--- src/rtl/snn_pkg.sv ---
// Shared types and constants for the digit-recognition sequencer.
// Holds the sequencer state encoding, image size and ASCII offset.
package snn_pkg;

   typedef enum logic [2:0] {
      LOAD_WAIT,
      LOAD_SHIFT,
      START,
      WAIT_CORE,
      TX,
      TX_WAIT
   } seq_state_t;

   localparam int         NUM_INPUT_BITS = 784;
   localparam logic [7:0] ASCII_ZERO     = 8'h30;

endpackage

--- src/rtl/snn_byte_unpack.sv ---
// Byte-to-bit unpacker: serialises one received byte LSB first.
// Ports: clk, rst_n (sync, active low), load/byte_in capture a new byte,
// shift_en advances one bit, bit_out is the current bit, last marks bit 7.
module snn_byte_unpack (
   input  logic       clk,
   input  logic       rst_n,
   input  logic       load,
   input  logic       shift_en,
   input  logic [7:0] byte_in,
   output logic       bit_out,
   output logic       last
);

   logic [7:0] shift;
   logic [2:0] bit_idx;

   always_ff @(posedge clk) begin
      if (!rst_n) begin
         shift   <= '0;
         bit_idx <= '0;
      end else if (load) begin
         shift   <= byte_in;
         bit_idx <= '0;
      end else if (shift_en) begin
         shift   <= {1'b0, shift[7:1]};
         bit_idx <= bit_idx + 3'd1;
      end
   end

   assign bit_out = shift[0];
   assign last    = (bit_idx == 3'd7);

endmodule

--- src/rtl/snn_seq.sv ---
// Sequencer: loads a packed binary image from UART RX into the input RAM,
// runs the SNN core, then sends the resulting digit as ASCII on UART TX.
// Ports: rx_rdy/rx_data/rx_clr_rdy (RX byte handshake), ram_addr/ram_we/ram_d
// (input RAM, muxed with core_addr while the core runs), core_start/core_done/
// core_digit (core control), tx_start/tx_data/tx_done (TX), digit, busy.
module snn_seq #(
   parameter int         NUM_BITS   = snn_pkg::NUM_INPUT_BITS,
   parameter logic [7:0] ASCII_ZERO = snn_pkg::ASCII_ZERO
) (
   input  logic       clk,
   input  logic       rst_n,
   input  logic       rx_rdy,
   input  logic [7:0] rx_data,
   output logic       rx_clr_rdy,
   output logic [9:0] ram_addr,
   output logic       ram_we,
   output logic       ram_d,
   input  logic [9:0] core_addr,
   output logic       core_start,
   input  logic       core_done,
   input  logic [3:0] core_digit,
   output logic       tx_start,
   output logic [7:0] tx_data,
   input  logic       tx_done,
   output logic [3:0] digit,
   output logic       busy
);

   import snn_pkg::*;

   localparam logic [9:0] LAST_BIT = 10'(NUM_BITS);

   seq_state_t state;
   logic [9:0] bit_cnt;
   logic [9:0] nxt_cnt;
   logic       bit_out;
   logic       last;
   logic       shifting;

   assign shifting = (state == LOAD_SHIFT);

   // Byte is acknowledged in the cycle it is accepted.
   assign rx_clr_rdy = rst_n & rx_rdy & (state == LOAD_WAIT);

   // Count saturates so a stray shift can never address past the image.
   assign nxt_cnt = (bit_cnt == LAST_BIT) ? bit_cnt : bit_cnt + 10'd1;

   snn_byte_unpack u_unpack (
      .clk      (clk),
      .rst_n    (rst_n),
      .load     (rx_clr_rdy),
      .shift_en (shifting),
      .byte_in  (rx_data),
      .bit_out  (bit_out),
      .last     (last)
   );

   always_ff @(posedge clk) begin
      if (!rst_n) begin
         state   <= LOAD_WAIT;
         bit_cnt <= '0;
         digit   <= '0;
         tx_data <= '0;
      end else begin
         unique case (state)
            LOAD_WAIT: begin
               if (rx_rdy) state <= LOAD_SHIFT;
            end
            LOAD_SHIFT: begin
               bit_cnt <= nxt_cnt;
               if (last)
                  state <= (nxt_cnt == LAST_BIT) ? START : LOAD_WAIT;
            end
            START: begin
               bit_cnt <= '0;
               state   <= WAIT_CORE;
            end
            WAIT_CORE: begin
               if (core_done) begin
                  digit   <= core_digit;
                  tx_data <= ASCII_ZERO + {4'h0, core_digit};
                  state   <= TX;
               end
            end
            TX: begin
               state <= TX_WAIT;
            end
            TX_WAIT: begin
               if (tx_done) state <= LOAD_WAIT;
            end
            default: state <= LOAD_WAIT;
         endcase
      end
   end

   always_comb begin
      ram_addr = '0;
      unique case (1'b1)
         (state == WAIT_CORE): ram_addr = core_addr;
         shifting:             ram_addr = bit_cnt;
         default: ;
      endcase
   end

   assign ram_we     = shifting & (bit_cnt != LAST_BIT);
   assign ram_d      = shifting & bit_out;
   assign core_start = (state == START);
   assign tx_start   = (state == TX);
   assign busy       = !((state == LOAD_WAIT) && (bit_cnt == '0));

endmodule

--- config.mk ---
export PLATFORM = sky130hd
export DESIGN_NAME = snn_seq
export DESIGN_NICKNAME = d
export VERILOG_FILES = /design/src/rtl/snn_pkg.sv /design/src/rtl/snn_byte_unpack.sv /design/src/rtl/snn_seq.sv
export SDC_FILE = /design/constraint.sdc
export NUM_CORES = 1
export LEC_CHECK = 0
export BUFFER_PORTS_ARGS = -buffer_cell sky130_fd_sc_hd__buf_4
export CELL_PAD_IN_SITES_DETAIL_PLACEMENT = 2
export CELL_PAD_IN_SITES_GLOBAL_PLACEMENT = 2
export CORE_MARGIN = 1.5
export CORE_UTILIZATION = 26
export DETAILED_ROUTE_END_ITERATION = 7
export PLACE_DENSITY_LB_ADDON = 0.1
export SLEW_MARGIN = 0
export SYNTH_ARGS = -nofsm -noshare
export SYNTH_HDL_FRONTEND = slang
export SYNTH_SLANG_ARGS = --single-unit
--- constraint.sdc ---
create_clock -name clk -period 1.4 [get_ports clk]
set_input_delay 0.21 -clock clk [delete_from_list [all_inputs] [get_ports clk]]
set_output_delay 0.21 -clock clk [all_outputs]
set_load 0.02 [all_outputs]
==> impl_metrics.csv <==
group,metric,value,unit
status,violations,"negative setup slack",
routing,wire_per_inst,28.0,um
yosys,synth_top_area_share,31.5,%
timing,holdWs,218,ps
final_layout,nFillCells,672,
timing,period_share,141,%
global_route,grt_pass1_vias,2556,
yosys,ys_seq_area_share,31.5,%
clock_tree,root_buffer,"clkbuf_8",
timing,grt_setup_unrepaired,"yes",
timing,fin_crit,1970,ps
clock_tree,cts.sinks,29,
job,drv_cap,0,
timing,clock.fmax,508,MHz
worst_setup_path,r2r_slack,-570,ps
worst_setup_path,worst_ep_arrival_time,2140,ps
clock_tree,clk_path_buf_depth,2,
yosys,yosys.area.top_type,"dfxtp_1",
worst_setup_path,crit_buf_inv,2,
final_layout,utilization,57.3,%
min_path,min_path_cells,3,
worst_setup_path,r2r_cells,8,
yosys,synth.ff_latch_count,29,
clock_tree,clk_pin_slew,90,ps
routing,drt_iter0_drc,78,
yosys,synth_edf_count,0,
clock_tree,cts_buffers,5,
routing,routed_via_density,5.13,
clock_tree,htree_levels,2,
floorplanning,die_h,87.2,um
floorplanning,dieArea,0.00760,mm2
timing,fin_ws,-568,ps
routing,route.detailed.drc,0,
worst_setup_path,timing.rr.end,"state[1]$_SDFFE_PN0P_",
yosys,async_flop_share,0,%
clock_tree,cts_tree,"built",
power_and_ir_drop,power-per-cell-area,691,mW/mm2
status,status,"complete, but fails checks",
routing,antenna_left,0,
yosys,ys_types,45,
floorplanning,io_pins,55,
global_route,grt_first_pass_wirelength,15100,um
floorplanning,initial_core_util,27.0,%
power_and_ir_drop,p_leak,1.60,nW
yosys,syn_avg_cell_area,8.19,um2
placement,port_buffers,52,
worst_setup_path,cp_top_family,"simple AND/OR/NAND/NOR gates",
floorplanning,num_rows,30,
timing,hold_violations,0,
final_layout,drive_above_1_share,71.1,%
yosys,synth_area_leaders,"dfxtp_1 32%, mux2i_1 8.7%, a21boi_0 5.3%",
worst_setup_path,critPathLaunchType,"flop",
timing,report.final.slew_viol_count,0,
yosys,syn_inst,225,
floorplanning,die_w,87.2,um
global_route,overflow,0,
worst_setup_path,cp_slowest_cell,"dfxtp_4",
placement,hpwl,5210,um
yosys,synth_area,0.00184,mm2
global_route,grt_max_degree,27,
clock_tree,cts_hold_buffers,0,
worst_setup_path,cp_cell_sequence,"inv_4 -> ha_4 -> nor4b_4 -> nand3_2 -> buf_6 -> nor3_2 -> o2111ai_1 -> o31ai_1",
global_route,antenna_found_initial,0,
routing,totalWireLength,12500,um
min_path,hp-class,"primary input to flop",
global_route,grt_usage,27.3,%
timing,setup_viol,44,
final_layout,num_antenna_cells,0,
timing,worst_clock_skew,13.4,ps
timing,fin_tns_setup,-10250,ps
placement,pre_cts_slack,-296,ps
routing,dr.pass1.iters,4,
routing,via_count,2288,
min_path,hp-start,"core_digit[1]",
worst_setup_path,cp-end-kind,"flop",
worst_setup_path,max_stage_delay,370,ps
yosys,synthFlopType,"dfxtp_1",
worst_setup_path,path_max_fanout,6,
worst_setup_path,r2r_start,"bit_cnt[1]$_SDFFE_PN0N_",
floorplanning,core_area,0.00683,mm2
worst_setup_path,crit_required,1570,ps
final_layout,area_growth,112,%
worst_setup_path,worst-setup-path-type,"flop to flop",
power_and_ir_drop,ir_drop,0.577,mV
final_layout,nets,380,
placement,gp_congestion,0.785,
clock_tree,clock_latency,300,ps
yosys,synth_warnings,0,
min_path,holdPathEnd,"digit[1]$_SDFFE_PN0P_",
[layer usage]
layer	global-route usage [%]	vias up	share of wire (%)
met4	5.77	0	3.7
met2	51.3	58	52
met3	5.02	31	3.2
li1	-	1024	-
met5	0	-	0
met1	32.0	1175	41
[synthesized netlist by cell type, types with 6 or more instances]
master / number
nor2_1: 21
nand2_1: 23
a21oi_1: 7
dfxtp_1: 29
nor2b_1: 8
nand3_1: 6
a22oi_1: 7
buf_2: 6
mux2i_1: 16
buf_4: 9
clkbuf_1: 6
o21ai_0: 9
a21boi_0: 13
[timing repair]
action                     CTS  global route
gates resized for setup    136            76
setup buffers               20            10
setup endpoints to repair   42            45
pin swaps                   31            27
gates cloned                 1             0
[state kept, by name, summed over array words and instances, names as in the netlist]
register / count
bit_cnt: 10
u_unpack.shift: 8
digit: 3
state: 3
u_unpack.bit_idx: 3
tx_data: 2
[power breakdown]
group | switching [W] | internal [W] | total [W]
Clock | 0.000411 | 0.000581 | 0.000992
Sequential | 0.0000321 | 0.000842 | 0.000875
Combinational | 0.000411 | 0.000425 | 0.000836
[stage by stage]
step / instance area (um2) / cells / total power, W
5_1_grt: 3910 / 446 / 0.00278
3_3_place_gp: 2770 / 411 / 0.00137
3_5_place_dp: 2770 / 411 / 0.00139
4_1_cts: 3540 / 439 / 0.00251
2_1_floorplan: 1930 / 226 / 0.00112
6_report: 3910 / 446 / 0.00270
[how the worst max path moves through the flow]
stage                                startpoint               endpoint  slack, ps  depth (start not counted)
5_1_grt                 bit_cnt[1]$_SDFFE_PN0N_  state[1]$_SDFFE_PN0P_       -620                          8
3_5_place_dp            bit_cnt[0]$_SDFFE_PN0N_  state[1]$_SDFFE_PN0P_       -300                          7
4_1_cts                 bit_cnt[1]$_SDFFE_PN0N_                   busy       -330                          6
2_1_floorplan  u_unpack.bit_idx[1]$_SDFFE_PP0P_  state[0]$_SDFFE_PN0P_        -80                          7
6_report                bit_cnt[1]$_SDFFE_PN0N_  state[1]$_SDFFE_PN0P_       -570                          8
3_3_place_gp   u_unpack.bit_idx[1]$_SDFFE_PP0P_  state[0]$_SDFFE_PN0P_       -150                          7
[cell usage in the layout, fill, tap and decap left out, drive strengths merged, types with 2 or more instances in the layout]
cell / instances
a21boi: 13
a21oi: 7
a22oi: 7
and2: 5
and3: 4
buf: 140
clkbuf: 6
conb: 2
dfxtp: 29
ha: 4
inv: 4
mux2: 2
mux2i: 16
nand2: 24
nand2b: 5
nand3: 7
nand3b: 5
nor2: 22
nor2b: 8
nor3: 3
nor3b: 3
nor4: 2
o211a: 3
o211ai: 2
o21a: 2
o21ai: 9
o22a: 2
xnor2: 2
xor2: 4
[layout make-up]
class                           count  area (um2)  area share, %
Inverter                            3        16.3          0.416
Timing Repair Buffer              140        1340           34.2
Clock buffer                        6        82.6           2.11
Multi-Input combinational cell    170        1700           43.5
Clock inverter                      2        36.3          0.928
Sequential cell                    29         616           15.7
Tap cell                           96         120           3.07
[cells by family (layout without fill, tap and decap cells)]
| family | Yosys count | after routing | share of synthesized area, % |
|---|---|---|---|
| muxes | 18 | 18 | 9.92 |
| adders and majority gates | 4 | 4 | 2.72 |
| DFF | 29 | 29 | 31.5 |
| AOI/OAI and AO/OA | 48 | 48 | 17.9 |
| other | 1 | 2 | 0.204 |
| xor gates and xnor gates | 6 | 6 | 2.85 |
| and+or+nand+nor | 92 | 92 | 26.6 |
| buffers and inverters | 27 | 151 | 8.22 |
[worst reg2reg max path: stages (launching register included)]
cell       delay [ps]
dfxtp_4           370
inv_4              70
ha_4              140
nor4b_4           280
nand3_2           170
buf_6             180
nor3_2            150
o2111ai_1         140
o31ai_1           350
No activity file was read; power rests on OpenSTA's default activity.
